--- src/rtl/b2s_pkg.sv ---
// b2s_pkg: FSM state encoding and line timing shared by the b2s transmitter and receiver
package b2s_pkg;
  localparam logic [2:0] S_HUNT       = 3'd0;
  localparam logic [2:0] S_WAIT_START = 3'd1;
  localparam logic [2:0] S_START_LOW  = 3'd2;
  localparam logic [2:0] S_BIT_HIGH   = 3'd3;
  localparam logic [2:0] S_BIT_LOW    = 3'd4;
  localparam int B2S_START_LOW  = 20;
  localparam int B2S_START_HIGH = 20;
  localparam int B2S_ONE_LOW    = 18;
  localparam int B2S_ONE_HIGH   = 149;
  localparam int B2S_ZERO_LOW   = 136;
  localparam int B2S_ZERO_HIGH  = 31;
  localparam int B2S_THRESH     = 77;
  localparam int B2S_IDLE_CYC   = 500;
  localparam int B2S_MAX_LOW    = 400;
endpackage

--- src/rtl/b2s_sync_edge.sv ---
// b2s_sync_edge: two-flop synchronizer plus a registered line with aligned rise/fall pulses
module b2s_sync_edge (
  input  logic clk,
  input  logic rst_n,
  input  logic din,
  output logic line,
  output logic rise,
  output logic fall
);
  logic [1:0] sync;
  always_ff @(posedge clk or negedge rst_n)
    if (!rst_n) begin
      sync <= '1;
      line <= 1'b1;
      rise <= 1'b0;
      fall <= 1'b0;
    end else begin
      sync <= {sync[0], din};
      line <= sync[1];
      rise <= sync[1] & ~line;
      fall <= ~sync[1] & line;
    end
endmodule

--- src/rtl/b2s_receiver.sv ---
// b2s_receiver: decodes pulse-length b2s frames (short low = 1, long low = 0) into LSB-first words
module b2s_receiver
  import b2s_pkg::*;
#(
  parameter int WIDTH    = 32,
  parameter int THRESH   = B2S_THRESH,
  parameter int IDLE_CYC = B2S_IDLE_CYC,
  parameter int MAX_LOW  = B2S_MAX_LOW,
  parameter int CNT_W    = 14
) (
  input  logic             clk,
  input  logic             rst_n,
  input  logic             b2s_din,
  output logic [WIDTH-1:0] dout,
  output logic             dout_valid,
  output logic             frame_err,
  output logic             busy
);
  localparam int IW = $clog2(WIDTH);
  logic             line, rise, fall;
  logic [2:0]       state;
  logic [CNT_W-1:0] cnt, cnt_inc;
  logic [IW-1:0]    idx;
  logic [WIDTH-1:0] sh, sh_nxt;
  logic             bit_val, low_max, high_max, err, done;
  b2s_sync_edge u_sync (.clk(clk), .rst_n(rst_n), .din(b2s_din), .line(line), .rise(rise), .fall(fall));
  assign cnt_inc  = &cnt ? cnt : cnt + 1'b1;
  assign bit_val  = cnt < CNT_W'(THRESH);
  assign sh_nxt   = {bit_val, sh[WIDTH-1:1]};
  assign low_max  = cnt == CNT_W'(MAX_LOW - 1);
  assign high_max = cnt == CNT_W'(IDLE_CYC - 1);
  // a short start pulse decodes like a 1, so the same compare qualifies it
  assign err = (state == S_START_LOW && (rise ? !bit_val : low_max)) ||
               (state == S_BIT_HIGH && !fall && high_max) ||
               (state == S_BIT_LOW && !rise && low_max);
  assign done = state == S_BIT_LOW && rise && idx == IW'(WIDTH - 1);
  always_ff @(posedge clk or negedge rst_n)
    if (!rst_n) begin
      state      <= S_HUNT;
      cnt        <= '0;
      idx        <= '0;
      sh         <= '0;
      dout       <= '0;
      dout_valid <= 1'b0;
      frame_err  <= 1'b0;
      busy       <= 1'b0;
    end else begin
      dout_valid <= done;
      frame_err  <= err;
      if (err || done) begin
        state <= S_HUNT;
        cnt   <= '0;
        idx   <= '0;
        sh    <= '0;
        busy  <= 1'b0;
        if (done) dout <= sh_nxt;
      end else
        case (state)
          S_HUNT: begin
            cnt <= line ? cnt_inc : '0;
            if (line && high_max) state <= S_WAIT_START;
          end
          S_WAIT_START:
            if (fall) begin
              cnt   <= CNT_W'(1);
              busy  <= 1'b1;
              state <= S_START_LOW;
            end
          S_START_LOW:
            if (rise) begin
              cnt   <= CNT_W'(1);
              idx   <= '0;
              state <= S_BIT_HIGH;
            end else cnt <= cnt_inc;
          S_BIT_HIGH:
            if (fall) begin
              cnt   <= CNT_W'(1);
              state <= S_BIT_LOW;
            end else cnt <= cnt_inc;
          S_BIT_LOW:
            if (rise) begin
              sh    <= sh_nxt;
              idx   <= idx + 1'b1;
              cnt   <= CNT_W'(1);
              state <= S_BIT_HIGH;
            end else cnt <= cnt_inc;
          default: state <= S_HUNT;
        endcase
    end
endmodule

--- config.mk ---
export PLATFORM = sky130hd
export DESIGN_NAME = b2s_receiver
export DESIGN_NICKNAME = d
export VERILOG_FILES = /design/src/rtl/b2s_pkg.sv /design/src/rtl/b2s_sync_edge.sv /design/src/rtl/b2s_receiver.sv
export SDC_FILE = /design/constraint.sdc
export NUM_CORES = 1
export LEC_CHECK = 0
export CELL_PAD_IN_SITES_DETAIL_PLACEMENT = 1
export CELL_PAD_IN_SITES_GLOBAL_PLACEMENT = 1
export CORE_MARGIN = 2
export CORE_UTILIZATION = 40
export CTS_CLUSTER_DIAMETER = 120
export DETAILED_ROUTE_END_ITERATION = 16
export PLACE_DENSITY_LB_ADDON = 0.1
export SLEW_MARGIN = 15
export SYNTH_ARGS = -nofsm -noshare
export SYNTH_HDL_FRONTEND = slang
export SYNTH_HIERARCHICAL = 1
export SYNTH_SLANG_ARGS = --single-unit
--- constraint.sdc ---
create_clock -name clk -period 4.01 [get_ports clk]
set_clock_uncertainty 0.05 [all_clocks]
set_input_delay 0.401 -clock clk [delete_from_list [all_inputs] [get_ports clk]]
set_output_delay 0.401 -clock clk [all_outputs]
set_load 0.01 [all_outputs]
---- After elaboration in Yosys (flattened, before gate mapping) ----
Cells that the tools add are included.
Widths: inputs -> output; s select.
operators by class
  $add $sub $neg .......................... 2
  magnitude comparators ................... 1
  equality and inequality tests ........... 13
  mux-type cells .......................... 24
  bitwise gates (word level) .............. 4
  reduce and logical (&&, ||, !) cells .... 29
operators with widths
  kind                   count
  $mux 32                3
  $mux 14                6
  $pmux 14 s4            1
  $eq 14x9->1 const B    2
  $mux 3                 5
  $mux 5                 3
  $add 14x1->14 const B  1
  $lt 14x7->1 const B    1
  $reduce_and 14->1      1
  $ne 3x1->1 const B     4
  $pmux 3 s4             1
  $pmux 5 s2             1
  $logic_and 1x1->1      8
  $reduce_and 2->1       4
  $reduce_bool 2->1      4
  $eq 3x2->1 const B     2
  $add 5x1->5 const B    1
  $eq 5x5->1 const B     1
  $reduce_bool 5->1      1
  $mux 1                 4
  $reduce_and 4->1       1
  $eq 3x1->1 const B     1
  $eq 3x3->1 const B     1
  $logic_not 1->1        3
  other kinds (9)        13
storage, ports and cells
  register bits after elaboration ......... 94
  word-level logic and storage cells ...... 85

---- Longest topological paths before layout ----
  word-level depth ........................ 9
  gate-level depth with buffers ........... 9
  depth with buffers taken out ............ 8

---- By module ----
Netlist, hierarchy kept.
by module, submodules not included
  module         times used  cells an instance  area each (um2)  sequential area each (um2)
  b2s_receiver   1           337                4048.9           2202.1
  b2s_sync_edge  1           7                  143.9            128.9

---- Worst setup path after synthesis ----
Ideal clock, no wire load.
  path kind ............................... register -> register
  start ................................... register idx[0]
  end ..................................... register cnt[13]
  setup time .............................. 0.092 ns
  arrival time ............................ 1.890 ns
  slack ................................... 1.978 ns
  stages on the path, launching flop included .. 10
  path buffers ............................ 1
  clock period less this slack ............ 2.032 ns
  path through ............................ dfrtp_1 -> ha_1 -> and3_1 -> ha_1 -> nand2_4 -> inv_2 -> a41oi_2 -> nand3_2 -> buf_6 -> o31ai_2
between the ends
  cells in the longest elaborated chain, start to end .. 5
  elaborated cells on any way between the ends .. 7
RTL lines
  element                                                           RTL line            source
  start: declaration                                                b2s_receiver.sv:23  logic [IW-1:0] idx;
  start signal: assignment                                          b2s_receiver.sv:83  idx <= idx + 1'b1;
  $eq 5x5->1 *                                                      b2s_receiver.sv:36  assign done = state == S_BIT_LOW && rise && idx == IW'(WIDTH - 1);
  $logic_and 1x1->1 *                                               b2s_receiver.sv:36
  via done                                                          b2s_receiver.sv:25  logic bit_val, low_max, high_max, err, done;
  $logic_or 1x1->1 *                                                b2s_receiver.sv:50  if (err || done) begin
  $ne 3x2->1 (no source line) or $reduce_bool 5->1 (tied branches)  n/a
  $reduce_and 2->1 (no source line)                                 n/a
  end signal: assignment                                            b2s_receiver.sv:60  cnt <= line ? cnt_inc : '0;
  end signal: assignment                                            b2s_receiver.sv:74  end else cnt <= cnt_inc;
  end signal: assignment                                            b2s_receiver.sv:79  end else cnt <= cnt_inc;
  end: declaration                                                  b2s_receiver.sv:22  logic [CNT_W-1:0] cnt, cnt_inc;
Mark *: on every way through the listed nets, which the timed path passes. The rest lies on a longest branch.
A chain may end at the register's enable or synchronous reset.

---- Worst setup path after layout ----
  start ................................... register idx[0]
  end ..................................... register cnt[4]
Same word-level chain as after synthesis.

==> summary.md <==
| Metric | Value |
|---|---|
| Status | `finished clean` |
| Antenna Cells | `0` |
| Fmax | `361.9 MHz` |
| Slew @ Worst Pin | `approximately 1000 ps` |
| Crit Path Max Fanout | `34` |
| Leak | `2.264 nW` |
| Post-synth top area cell | `dfrtp_1` |
| Drt first pass iters | `4` |
| Core Area | `10230 um2` |
| Htree depth | `3` |
| Ys async rst share | `100.0%` |
| Unrepaired setup endpoints after global routing | `false` |
| Finished Core Util | `47.54%` |
| Number of global-route vias before repair | `2963` |
| EDFF count, synth | `0` |
| Slew headroom | `32.45%` |
| Post-Route WL | `9069 um` |
| Most common cell after layout, fill and taps aside | `dfrtp_1` |
| Setup bufs post-CTS | `0` |
| PnR Total Power | `1.720 mW` |
| Clock buffer depth | `2` |
| Remaining DRCs | `0` |
| CP Data Required Time | `4220 ps` |
| Fillers | `approximately 1.1k` |
| Storage cell area | `2331 um2` |
| Total GRT Usage | `17.04%` |
| Hold_ws | `90.53 ps` |
| Hold Fails Final Rpt | `0` |
| Most frequent cells in the layout | `dfrtp_1 (90), clkdlybuf4s50_1 (36), a22o_1 (31), mux2_2 (31), nand2_1 (19)` |
| Area taken by multi-input logic gates | `roughly 1700 um2` |
| Total congestion overflow | `0` |
| CTS Sinks | `93` |
| Vias per cell | `5.576` |
| First-pass GRT wire length | `15130 um` |
| Post-CTS Hold Fix Bufs | `0` |
| Final period utilization | `a little under 70%` |
| Cell variety after synth | `66` |
| Synthesized Nets | `around 350` |
| Clk Latency, worst-skew pair | `between 300 and 400 ps` |
| Syn Std Cell Area | `4193 um2` |
| Largest net degree at the start of global routing | `73` |
| Slew Limit Fails | `0` |
| Starting DRT DRC Count | `69` |
| CTS Buf Count | `9` |
| Kind of critical path | `register to register` |
| WP data arrival | `2980 ps` |
| Crit path capture type | `register` |
| Layout Nets | `383` |
| TritonCTS clock tree | `done` |
| Via count | `2883` |
| Synth warnings | `6` |
| Mapped Cells | `344` |
| Fin crit period | `~2800 ps` |
| Root Buffer | `clkbuf_8` |
| Share of cells above drive strength 1 | `19.95%` |
| Worst Hold Class | `input port to asynchronous set/reset pin` |
| Setup TNS | `0 ps` |
| Post-cts sizing count | `0` |
| Register area share after synthesis | `55.60%` |
| Most used DFF post-synth | `dfrtp_1` |
| Top cells by area, synth | `dfrtp_1 (54%), mux2_2 (8.3%), a22o_1 (6.5%)` |
| Reg clk slew, reported paths | `100 ps` |
| Setup Viol. Count Final | `0` |
| Die Width | `106.4 um` |
| Total die area | `between 10000 and 15000 um2` |
| Area Growth Syn to Fin | `16.00%` |
| Post-route ant nets | `0` |
| Initial antenna violation count | `0` |
| Mapped Avg Cell Area | `between 10 and 15 um2` |
| Max-Cap Viols | `0` |
| Yosys top cell area share | `between 50 and 60%` |
| WL/cell | `17.54 um` |
| CP Launch Type | `register` |
| Post-DP HPWL | `6126 um` |
| I/O Pins | `38` |
| Initial core utilization | `between 40 and 50%` |
| I/O Buffers | `37` |
| Rows | `37` |
| P per Cell Area | `roughly 350 nW/um2` |
| Die Ht | `106.4 um` |
| Maximum vdd drop | `184.3 uV` |
| FF+latch count, synth | `93` |
| Gpl congestion | `0.7674` |
[path summary, 6_finish.rpt]
check	cells after the start	endpoint	slack, ps	start
hold / removal	1	dout[27]	90	rst_n
max in group asynchronous	2	u_sync/sync[0]	2910	rst_n
min in group clk	0	u_sync/sync[1]	300	u_sync/sync[0]
setup / recovery	8	cnt[4]	1250	idx[0]
setup reg to reg	8	cnt[4]	1250	idx[0]
hold reg to reg	0	u_sync/sync[1]	300	u_sync/sync[0]
[kinds of logic after synthesis]
family,count (synthesis),synth area share [%]
AO/OA/AOI/OAI,90,16.71
XOR/XNOR,1,0.2089
adder cells (fa/ha/maj),4,1.194
buffers and inverters,30,4.238
flip-flops,93,55.60
multiplexers,33,8.803
AND/OR/NAND/NOR,93,13.25
[Yosys cell counts, types with 2 or more instances]
library cell and instances:
o31ai_2 2, buf_6 5, a41oi_1 2, nor2_1 13, buf_2 10, ha_1 4
a21oi_1 16, buf_4 4, o21ai_0 7, nor3_1 10, mux2_2 31, dfstp_2 3
a31oi_1 6, nand3_1 6, nand4_1 7, dfrtp_1 90, or4_1 2, mux2i_1 2
nor4_1 3, and3_1 6, or3_1 3, nor2b_1 4, clkbuf_1 3, a22o_1 31
inv_1 7, a32o_1 4, nand2_1 19, a221oi_1 2, o21bai_1 2, o211ai_1 4
[report_power, final]
group          internal (mW)  total, mW  leakage (nW)  switching, mW
combinational         0.0104     0.0387         0.859         0.0283
clock                  0.368      0.730         0.120          0.363
sequential             0.943      0.951          1.28        0.00794
total                   1.32       1.72          2.26          0.399
[area by class of cell]
cell class / count / area share (%)
inverter: 8 / 0.6174
clock buffer: 9 / 2.547
timing repair buffer: 43 / 8.490
tap: 136 / 3.499
clock inverter: 7 / 2.290
sequential: 93 / 47.93
multi-input combinational: 221 / 34.63
[metal layers]
metal | vias up | global-route usage [%] | part of all wire, %
met1 | 1479 | 23.63 | 49
li1 | 1357 | - | -
met4 | 0 | 6.485 | 1.5
met3 | 10 | 2.943 | 2.2
met5 | - | 0 | 0
met2 | 37 | 26.74 | 47
[through the flow]
step,instances,setup WS (ps),area [um2]
final,517,1247,4863
after detailed placement,501,1253,4628
after CTS,517,1218,4863
after global routing,517,1034,4863
after global placement,501,1347,4628
after floorplan,344,1978,4193
[critical path, cell delays in order (launching register included)]
cell and delay (ps):
dfrtp_1 440, ha_1 240, and3_1 190, ha_1 240, nand2_4 380, inv_2 100
a41oi_2 300, nand3_2 350, a221oi_1 380
[registers in the layout, summed over array words and instances (netlist names)]
| name | cells |
|---|---|
| sh | 31 |
| u_sync/line | 1 |
| idx | 5 |
| u_sync/sync | 2 |
| u_sync/rise | 1 |
| state | 3 |
| frame_err | 1 |
| dout_valid | 1 |
| cnt | 14 |
| u_sync/fall | 1 |
| busy | 1 |
| dout | 32 |
Note: power is estimated with default switching activity, not from simulation.
